`src/rtl/ring_shift_ctrl.sv`:
```
// ring_shift_ctrl: command-driven sequencer for an SR_W-bit ring shift register.
// Accepts LOAD / ROTATE / SHIFT_IN / NOP commands over a valid/ready handshake,
// steps the ring once per SHIFT cycle, and pulses done_o for one cycle at the end.
// Optional feature macro RING_SHIFT_CTRL_DIR_EN adds cmd_dir_i (1 = shift right).
module ring_shift_ctrl #(
    parameter int              SR_W          = 8,
    parameter int              CNT_W         = 4,
    parameter logic [SR_W-1:0] RESET_PATTERN = 8'hAA
) (
    input  logic             clk_i,
    input  logic             reset_i,
    input  logic             cmd_valid_i,
    output logic             cmd_ready_o,
    input  logic [1:0]       cmd_op_i,
    input  logic [SR_W-1:0]  cmd_data_i,
    input  logic [CNT_W-1:0] cmd_cnt_i,
`ifdef RING_SHIFT_CTRL_DIR_EN
    input  logic             cmd_dir_i,
`endif
    input  logic             abort_i,
    output logic [SR_W-1:0]  ring_o,
    output logic             busy_o,
    output logic             done_o
);

    typedef enum logic [1:0] {
        OP_NOP      = 2'd0,
        OP_LOAD     = 2'd1,
        OP_ROTATE   = 2'd2,
        OP_SHIFT_IN = 2'd3
    } op_e;

    typedef enum logic [1:0] {
        ST_IDLE  = 2'd0,
        ST_SHIFT = 2'd1,
        ST_DONE  = 2'd2
    } state_e;

    // Command fields captured at accept; src is consumed LSB-first by SHIFT_IN.
    typedef struct packed {
        logic            shift_in;
        logic            dir;
        logic [SR_W-1:0] src;
    } cmd_lat_t;

    state_e           state_q, state_d;
    cmd_lat_t         cmd_q;
    logic [SR_W-1:0]  ring_q, ring_next;
    logic [CNT_W-1:0] remaining_q;
    logic             accept, step, dir_in, in_bit;

`ifdef RING_SHIFT_CTRL_DIR_EN
    assign dir_in = cmd_dir_i;
`else
    assign dir_in = 1'b0;
`endif

    // State register.
    always_ff @(posedge clk_i or posedge reset_i) begin
        if (reset_i) state_q <= ST_IDLE;
        else         state_q <= state_d;
    end

    // Next-state and handshake/status outputs.
    always_comb begin
        state_d     = state_q;
        accept      = 1'b0;
        step        = 1'b0;
        cmd_ready_o = 1'b0;
        busy_o      = 1'b0;
        done_o      = 1'b0;
        unique case (state_q)
            ST_IDLE: begin
                cmd_ready_o = 1'b1;
                if (cmd_valid_i) begin
                    accept = 1'b1;
                    unique case (op_e'(cmd_op_i))
                        OP_LOAD:                state_d = ST_DONE;
                        OP_ROTATE, OP_SHIFT_IN: state_d = (cmd_cnt_i == '0) ? ST_DONE : ST_SHIFT;
                        default:                state_d = ST_IDLE;
                    endcase
                end
            end
            ST_SHIFT: begin
                busy_o = 1'b1;
                // Abort wins over the pending step, including the final one.
                if (abort_i) begin
                    state_d = ST_IDLE;
                end else begin
                    step = 1'b1;
                    if (remaining_q == CNT_W'(1)) state_d = ST_DONE;
                end
            end
            ST_DONE: begin
                busy_o  = 1'b1;
                done_o  = 1'b1;
                state_d = ST_IDLE;
            end
            default: state_d = ST_IDLE;
        endcase
    end

    // One ring step: rotate feeds back the outgoing bit, shift-in takes the next source bit.
    always_comb begin
        in_bit    = cmd_q.shift_in ? cmd_q.src[0]
                  : (cmd_q.dir ? ring_q[0] : ring_q[SR_W-1]);
        ring_next = cmd_q.dir ? {in_bit, ring_q[SR_W-1:1]}
                              : {ring_q[SR_W-2:0], in_bit};
    end

    // Ring, step counter and latched command.
    always_ff @(posedge clk_i or posedge reset_i) begin
        if (reset_i) begin
            ring_q      <= RESET_PATTERN;
            remaining_q <= '0;
            cmd_q       <= '0;
        end else if (accept) begin
            if (op_e'(cmd_op_i) == OP_LOAD) ring_q <= cmd_data_i;
            remaining_q    <= cmd_cnt_i;
            cmd_q.shift_in <= (op_e'(cmd_op_i) == OP_SHIFT_IN);
            cmd_q.dir      <= dir_in;
            cmd_q.src      <= cmd_data_i;
        end else if (step) begin
            ring_q      <= ring_next;
            remaining_q <= remaining_q - 1'b1;
            // Zero-fill so steps beyond SR_W insert 0.
            cmd_q.src   <= cmd_q.src >> 1;
        end
    end

    assign ring_o = ring_q;

endmodule

```
`config.mk`:
```
export PLATFORM = sky130hd
export DESIGN_NAME = ring_shift_ctrl
export DESIGN_NICKNAME = d
export VERILOG_FILES = /design/src/rtl/ring_shift_ctrl.sv
export SDC_FILE = /design/constraint.sdc
export NUM_CORES = 1
export LEC_CHECK = 0
export ABC_AREA = 1
export BUFFER_PORTS_ARGS = -buffer_cell sky130_fd_sc_hd__buf_2
export CAP_MARGIN = 10
export CORE_UTILIZATION = 30
export DETAILED_ROUTE_END_ITERATION = 8
export GPL_TIMING_DRIVEN = 1
export PLACE_DENSITY = 0.6
export SKIP_LAST_GASP = 1
export SYNTH_ARGS = -nofsm -noshare
export SYNTH_HDL_FRONTEND = slang
export SYNTH_SLANG_ARGS = --single-unit
```
`constraint.sdc`:
```
create_clock -name clk_i -period 1.8 [get_ports clk_i]
set_input_delay 0.27 -clock clk_i [delete_from_list [all_inputs] [get_ports clk_i]]
set_output_delay 0.27 -clock clk_i [all_outputs]
set_load 0.01 [all_outputs]
```
Yosys cells after proc, flatten, opt, wreduce, memory -nomap -nowiden
Index checks and enable logic that the tools add are counted.

Equality and inequality tests: 9. Muxes and demuxes: 21. Add/sub/neg operators: 1. Reductions and logical operators: 7.

Operator list (number): 8-bit 2-to-1 mux (5); 1-bit 2-to-1 mux (8); 2-bit 2-to-1 mux (4); 4-bit 2-to-1 mux (2); 2-bit case mux with 2 select lines (2); 2-bit equality test, second input constant (3); 2-bit by 1-bit equality test with 1-bit output, second input constant (2); 4-bit by 1-bit equality test with 1-bit output, second input constant (1); 4-bit logical NOT (1); 2-bit AND reduction (2); 2-bit OR reduction (2); 4-bit by 1-bit subtractor with 4-bit output, second input constant (1); 3-bit inequality test, second input constant (1); 2-bit logical NOT (1); 2-bit by 1-bit inequality test with 1-bit output, second input constant (1); 2-bit inequality test, second input constant (1); 2-bit nonzero test (1).

Logic and storage cells: 43. Output and inout port bits: 11. Flip-flop bits (word level): 23. Input port bits: 18.

Logic depth before layout (Yosys ltp)
Gate-level depths: netlist of the first run.

Depth after elaboration: 5. Depth in mapped cells: 9. Gate-level depth less buffers: 8.

Worst setup path after synthesis of the first run
No wires, ideal clock.

Path type: reg2reg. Start: register state_q[0]. End: register ring_q[0] (netlist: ring_o[0]). Setup time: 117 ps. Buffers on the path: 1. Period minus slack after synthesis: 1410 ps. Path slack: 390 ps. Data required time: 1683 ps. Cell stages (with the launch flop): 9. Arrival: 1293 ps. Cell sequence: dfrtp_1 > inv_1 > ha_1 > nand2_2 > nand2_2 > nand2_2 > buf_6 > nand2_1 > nand2_1.

Longest elaborated chain between the ends: 4. Elaborated cells between the ends (all ways): 8. Classes of those cells: eq/ne: 2; mux: 3; reduce/logical: 3.

Ends and longest elaborated chain: from (decl) (line 46) `state_e state_q, state_d;`; from (signal assigned) (line 61) `else state_q <= state_d;`; 2-bit logical NOT or 2-bit by 1-bit equality test with 1-bit output (tied branches) (line 72) `unique case (state_q)`; 1-bit 2-to-1 mux (line 72); 2-bit by 1-bit inequality test with 1-bit output (no source line) or 2-bit nonzero test (tied branches); 2-bit AND reduction (no source line); to (signal assigned) (line 118) `if (op_e'(cmd_op_i) == OP_LOAD) ring_q <= cmd_data_i;`; to (signal assigned) (line 124) `ring_q <= ring_next;`; to (decl) (line 48) `logic [SR_W-1:0] ring_q, ring_next;`.

Parallel ways exist; a longest one is shown, timed or not. A chain may end at the register's enable or synchronous reset.

Worst setup path after layout of the first run
Start: register state_q[1]. End: register cmd_q[7] (netlist bit).

Longest elaborated chain between the ends: 3. Elaborated cells between the ends (all ways): 6. Classes of those cells: eq/ne: 1; mux: 3; reduce/logical: 2.

Ends and longest elaborated chain: 2-bit by 1-bit equality test with 1-bit output or 2-bit logical NOT (tied branches) (line 72); 1-bit 2-to-1 mux (line 72); 2-bit nonzero test (no source line) or 8-bit 2-to-1 mux (tied branches); to (decl) (line 47) `cmd_lat_t cmd_q;`.

Parallel ways exist; a longest one is shown, timed or not.

==> impl_metrics.csv, run 1 <==
group,metric,value,unit
grt,grt_pass1_wl,4540,um
cells_and_area,stdcell_count,250,
timing,whs,0.0286,ns
placed_design,dp_slack,0.227,ns
flow_run,drv_cap,0,
clocking,clk_pin_slew,0.09,ns
timing,slew_viol_final,0,
clocking,cts_made_buffers,3,
detailed_routing,firstDrtPassIters,4,
timing,fmax,640,MHz
pwr,max-vdd-ir-drop,587,uV
placed_design,io_buffer_count,28,
synth,postSynthCellCount,171,
detailed_routing,drc,0,
timing,finalHoldViolations,0,
placed_design,place_area,1500,um^2
cells_and_area,fin_area,1550,um^2
synth,synth.most_common_cell,"nand2_1",
outcome,status,"finished, final reports clean",
critical_path,worst_path_most_repeated_cell,"inv_1",
grt,grt_pass1_vias,1038,
timing,fin_skew,0.00683,ns
clocking,tritoncts,"built",
critical_path,cp.required,1.94,ns
synth,async_flop_share,100,%
critical_path,critPathKind,"flip-flop to flip-flop",
placed_design,gp_congestion,0.802,
critical_path,cp_slowest_cell,"dfrtp_1",
cells_and_area,nNetsFinal,224,
synth,ys.flop_type,"dfrtp_1",
synth,synth_top_area_share,35.6,%
timing,worstMarginPinSlew,0.304,ns
die,rows,23,
clocking,clkSinkCount,23,
synth,synth_common_cells,"nand2_1, inv_1, o21ai_0, dfrtp_1, nand3_1",
timing,rsz0062_at_grt,"false",
pwr,power_switching,0.962,mW
grt,gr-total-overflow,0,
cells_and_area,drive_above_1_share,26.5,%
detailed_routing,avgViaCountPerCell,4.44,
die,fp.dieW,68.7,um
timing,period_share,86.9,%
synth,netlist_area,1340,um^2
detailed_routing,drt-total-wl,2660,um
pwr,clkPwrFrac,14.0,%
synth,ys_ff_latch,23,
pwr,seqPwrFrac,38.6,%
cells_and_area,fin_util,37.3,%
die,io_pins,29,
die,core_area,4140,um^2
detailed_routing,route.antenna.remaining_nets,0,
detailed_routing,vias,1111,
clocking,cts_buffer_depth,2,
synth,avgSynthCellArea,7.81,um^2
clocking,clk_latency,0.26,ns
timing,finalSetupTns,0,ns
critical_path,cp_data_arrival_time,1.71,ns
timing,setup_slack,0.236,ns
clocking,cts_htree_levels,1,
synth,ys_seq_area_share,43.5,%
pwr,power.total,2.29,mW
cells_and_area,antenna_cells,0,
pwr,leakagePower,0.816,nW
critical_path,path_max_fanout,15,
critical_path,path_cells,"inv_1, ha_1, nand2_2, buf_4, nand2_4, inv_1, nand2_1, o21ai_0",
timing,min_period,1.56,ns
detailed_routing,wl_per_cell,10.6,um
clocking,clockRootBuffer,"clkbuf_8",
pwr,combPwrFrac,47.4,%
pwr,p_sw_share,42.0,%
grt,grt_util_all_layers,12.8,%
synth,synth_area_leaders,"dfrtp_1, nand2_1, inv_1",
pwr,powerDensity,1480,nW/um^2
timing,slew_headroom,79.7,%
synth,synth_warnings,0,
placed_design,dp_cells,246,
synth,synth_top_cell_by_area,"dfrtp_1",
critical_path,startpoint_type,"flip-flop",
critical_path,cp-end-kind,"flip-flop",
die,die_y,68.7,um
die,die-area,4720,um^2
synth,synth_edf_count,0,
detailed_routing,drtIter0Drc,38,
critical_path,max_stage_delay,0.40,ns
synth,ys_types,21,
placed_design,dpl.hpwl,2080,um
cells_and_area,areaGrowthSynthToFinish,15.7,%
die,initial_core_util,32.2,%
worst_hold_path,hold_path_class,"input pin to async pin",
grt,antenna_found_initial,0,
grt,grt_max_degree,24,
clocking,holdBufCountCts,0,
timing,finalSetupViolCount,0,
pwr,power.internal,1.33,mW
synth,synth.net_count,194,
[layer usage]
layer  vias to the layer above  track usage (%)  wire [um]  part of all wire [%]
li1                        595                -          -                     -
met1                       497             16.4       1230                    46
met2                        19             22.4       1340                    50
met3                         0             2.14         92                   3.5
met4                         0             3.06          0                     0
met5                         -                0          0                     0
[flip-flops by register name, indices dropped and copies added (netlist names)]
| signal | cells |
|---|---|
| cmd_q | 9 |
| state_q | 2 |
| ring_o | 8 |
| remaining_q | 4 |
[cell type report]
type                            count  area, um^2
Clock buffer                        3        41.3
Clock inverter                      1        5.00
Fill cell                         469        2600
Inverter                           30         115
Multi-Input combinational cell    113         586
Sequential cell                    23         581
Tap cell                           50        62.6
Timing Repair Buffer               30         155
[cell families after synthesis]
family,after synthesis,synth area share (%)
xor gates and xnor gates,1,0.656
AOI/OAI and AO/OA,34,15.1
and+or+nand+nor,73,23.4
adders and majority gates,5,4.69
buffers and inverters,35,12.7
DFF,23,43.5
[layout by cell type, fill, tap and decap left out]
| cell | n |
|---|---|
| nor2_2 | 2 |
| ha_1 | 5 |
| inv_4 | 1 |
| nor2_1 | 7 |
| clkinv_2 | 1 |
| dfrtp_1 | 19 |
| o211ai_1 | 2 |
| buf_2 | 28 |
| buf_4 | 2 |
| a21oi_1 | 5 |
| inv_1 | 29 |
| o21ai_2 | 6 |
| nand2_4 | 1 |
| o21ai_0 | 20 |
| a21oi_2 | 1 |
| nand4_1 | 2 |
| xor2_1 | 1 |
| nand3_1 | 9 |
| nand2_1 | 48 |
| clkbuf_8 | 3 |
| nand2_2 | 4 |
| dfstp_2 | 4 |
[timing repair]
action	in CTS	in global routing
resized for setup	0	2
setup endpoints to repair	0	3
setup buffers	0	0
[critical path: cells and delay by family (launching register included)]
kind,cells,cell delay [ns]
and+or+nand+nor,3,0.35
adders and majority gates,1,0.26
buffers and inverters,3,0.36
AOI/OAI and AO/OA,1,0.08
DFF,1,0.40
[power groups by stage]
stage	combinational (mW)	clock (mW)	sequential [mW]
after CTS	1.10	0.325	0.888
after floorplan	0.854	0	0.906
final	1.09	0.321	0.884
after detailed placement	1.09	0	0.898
after global routing	1.26	0.347	0.919
after global placement	1.08	0	0.894
[path summary, 6_finish.rpt]
kind / from / endpoint / slack [ns] / cells after the start
min reg2reg: ring_o[5]$_DFFE_PP1P_ / ring_o[5]$_DFFE_PP1P_ / 0.50 / 2
min: reset_i / cmd_q[2]$_DFFE_PP0P_ / 0.03 / 3
min in group clk_i: cmd_data_i[4] / cmd_q[4]$_DFFE_PP0P_ / 0.26 / 3
max in group asynchronous: reset_i / ring_o[5]$_DFFE_PP1P_ / 1.50 / 3
max reg2reg: state_q[1]$_DFFE_PP0P_ / cmd_q[7]$_DFFE_PP0P_ / 0.24 / 8
max: state_q[1]$_DFFE_PP0P_ / cmd_q[7]$_DFFE_PP0P_ / 0.24 / 8
No activity file was read; power rests on OpenSTA's default activity.
==> run 2: changes to the inputs <==
Settings changed: ABC_AREA 1 to 0, CORE_ASPECT_RATIO set to 0.5, PLACE_DENSITY 0.6 to 0.61.
==> impl_metrics.csv, run 2 <==
group,metric,value,unit
grt,grt_max_degree,24,
cells_and_area,largest_register_ffs,9,
outcome,status,"finished, final reports clean",
die,die_y,47.7,um
placed_design,io_buffer_count,28,
detailed_routing,firstDrtPassIters,4,
detailed_routing,drc,0,
detailed_routing,wl_per_cell,12.2,um
synth,ys_seq_area_share,46.3,%
critical_path,max_stage_delay,0.50,ns
timing,rsz0062_at_grt,"false",
die,io_pins,29,
cells_and_area,drive_above_1_share,41.0,%
synth,ys_types,33,
timing,min_period,1.70,ns
timing,period_share,94.5,%
critical_path,startpoint,"state_q[0]$_DFFE_PP0P_",
detailed_routing,avgViaCountPerCell,4.62,
clocking,clk_latency,0.26,ns
synth,synth_top_cell_by_area,"dfrtp_1",
critical_path,cp.required,2.00,ns
clocking,tritoncts,"built",
worst_hold_path,hold_path_class,"input pin to async pin",
grt,antenna_found_initial,0,
synth,postSynthCellCount,122,
placed_design,dpl.hpwl,1940,um
critical_path,ff2ff_path_depth,6,
synth,ys_ff_latch,23,
detailed_routing,drtIter0Drc,51,
die,die-area,4460,um^2
cells_and_area,antenna_cells,0,
timing,slew_headroom,77.7,%
grt,grt_util_all_layers,12.3,%
detailed_routing,drt-total-wl,2560,um
timing,fmax,588,MHz
synth,avgSynthCellArea,10.3,um^2
pwr,power.total,2.33,mW
critical_path,rr_endpoint,"remaining_q[3]$_DFFE_PP0P_",
cells_and_area,nNetsFinal,180,
timing,finalSetupTns,0,ns
cells_and_area,top_register,"cmd_q",
synth,ys.flop_type,"dfrtp_1",
timing,slew_viol_final,0,
die,core_area,3960,um^2
critical_path,reg2reg_from,"state_q[0]$_DFFE_PP0P_",
clocking,clockRootBuffer,"clkbuf_8",
clocking,cts_htree_levels,1,
synth,synth.most_common_cell,"nand2_1",
synth,synth_area_leaders,"dfrtp_1, mux2_2, dfstp_2",
clocking,holdBufCountCts,0,
synth,synth_warnings,0,
flow_run,drv_cap,0,
synth,netlist_area,1250,um^2
cells_and_area,final_common_cell,"buf_2",
die,initial_core_util,31.7,%
critical_path,setup.worst_path.end,"remaining_q[3]$_DFFE_PP0P_",
timing,worstMarginPinSlew,0.334,ns
synth,synth_top_area_share,37.9,%
critical_path,cp-end-kind,"flip-flop",
clocking,clkSinkCount,23,
clocking,cts_made_buffers,3,
critical_path,startpoint_type,"flip-flop",
placed_design,gp_congestion,0.755,
grt,gr-total-overflow,0,
clocking,cts_buffer_depth,2,
critical_path,critPathKind,"flip-flop to flip-flop",
pwr,powerDensity,1520,nW/um^2
critical_path,cp_slowest_cell,"or4_1",
die,fp.dieW,93.5,um
detailed_routing,route.antenna.remaining_nets,0,
detailed_routing,vias,971,
synth,synth.net_count,145,
clocking,clk_pin_slew,0.08,ns
grt,grt_pass1_vias,903,
pwr,leakagePower,0.710,nW
grt,grt_pass1_wl,4120,um
synth,synth_common_cells,"nand2_1, dfrtp_1, mux2_2, a31oi_1, nor2_1",
cells_and_area,areaGrowthSynthToFinish,21.8,%
critical_path,path_cells,"inv_1, ha_1, and2_4, buf_4, or4_1, nand3_1",
cells_and_area,layout_common_cells,"buf_2, nand2_1, dfrtp_1",
die,rows,16,
timing,finalSetupViolCount,0,
timing,fin_skew,0.000775,ns
pwr,max-vdd-ir-drop,498,uV
critical_path,cp_data_arrival_time,1.90,ns
synth,synth_edf_count,0,
critical_path,r2r_slack,0.1,ns
critical_path,path_max_fanout,7,
synth,async_flop_share,100,%
timing,finalHoldViolations,0,
==> run 2: where the power goes <==
part / leakage, nW / switching, mW / internal [mW]
Sequential: 0.269 / 0.154 / 0.798
Clock: 0.0255 / 0.161 / 0.154
Combinational: 0.415 / 0.519 / 0.544
Total: 0.710 / 0.835 / 1.50
==> run 2: cells by family after synthesis <==
logic type,share of synthesized area [%]
compound gates,9.77
xor+xnor,1.40
fa+ha+maj,4.99
buf+inv,4.88
flops,46.3
mux,15.2
simple gates,17.5
==> run 2: worst min path at each step <==
stage | start | to | slack, ns | cells past startpoint
CTS | reset_i | ring_o[0]$_DFFE_PP0P_ | 0.05 | 3
finish | reset_i | cmd_q[7]$_DFFE_PP0P_ | 0.04 | 3
detailed placement | reset_i | remaining_q[3]$_DFFE_PP0P_ | 0.34 | 3
global route | reset_i | remaining_q[1]$_DFFE_PP0P_ | 0.07 | 3
global placement | reset_i | remaining_q[0]$_DFFE_PP0P_ | 0.33 | 3
floorplan | reset_i | cmd_q[0]$_DFFE_PP0P_ | 0.27 | 1
==> run 2: area by class of cell <==
type                    instances  area, um^2
fillers                       418        2430
inverters                       5        18.8
well taps                      54        67.6
flip-flops and latches         23         581
multi-input cells              88         616
clock inverters                 1        5.00
clock buffers                   3        41.3
repair buffers                 36         200
==> run 2: repair_timing <==
action | in CTS | in global routing
setup buffers | 0 | 2
resized for setup | 0 | 1
setup endpoints to repair | 0 | 3
endpoints found under the hold margin | 0 | 0
==> run 2: critical path: cells and delay by family (launching register included) <==
kind,cells,cell delay [ns]
buffers and inverters,2,0.23
DFF,1,0.36
adders and majority gates,1,0.27
and+or+nand+nor,3,0.78
==> run 2: through the flow <==
step | setup WS [ns] | utilization [%] | instance area (um^2) | hold WS, ns | std cells
2_1_floorplan | 0.0211 | - | 1250 | 0.269 | 122
3_3_place_gp | 0.127 | 37.0 | 1470 | 0.329 | 204
3_5_place_dp | 0.0678 | 37.0 | 1470 | 0.340 | 204
4_1_cts | 0.0540 | 38.1 | 1510 | 0.0530 | 208
5_1_grt | 0.0132 | 38.6 | 1530 | 0.0675 | 210
6_report | 0.0985 | 38.6 | 1530 | 0.0419 | 210
==> run 2: per-layer routing <==
layer | vias to the layer above | wire, um | global-route usage (%)
li1 | 495 | - | -
met5 | - | 0 | 0
met4 | 0 | 27 | 3.08
met2 | 10 | 1220 | 22.1
met3 | 2 | 43 | 3.33
met1 | 464 | 1270 | 15.4
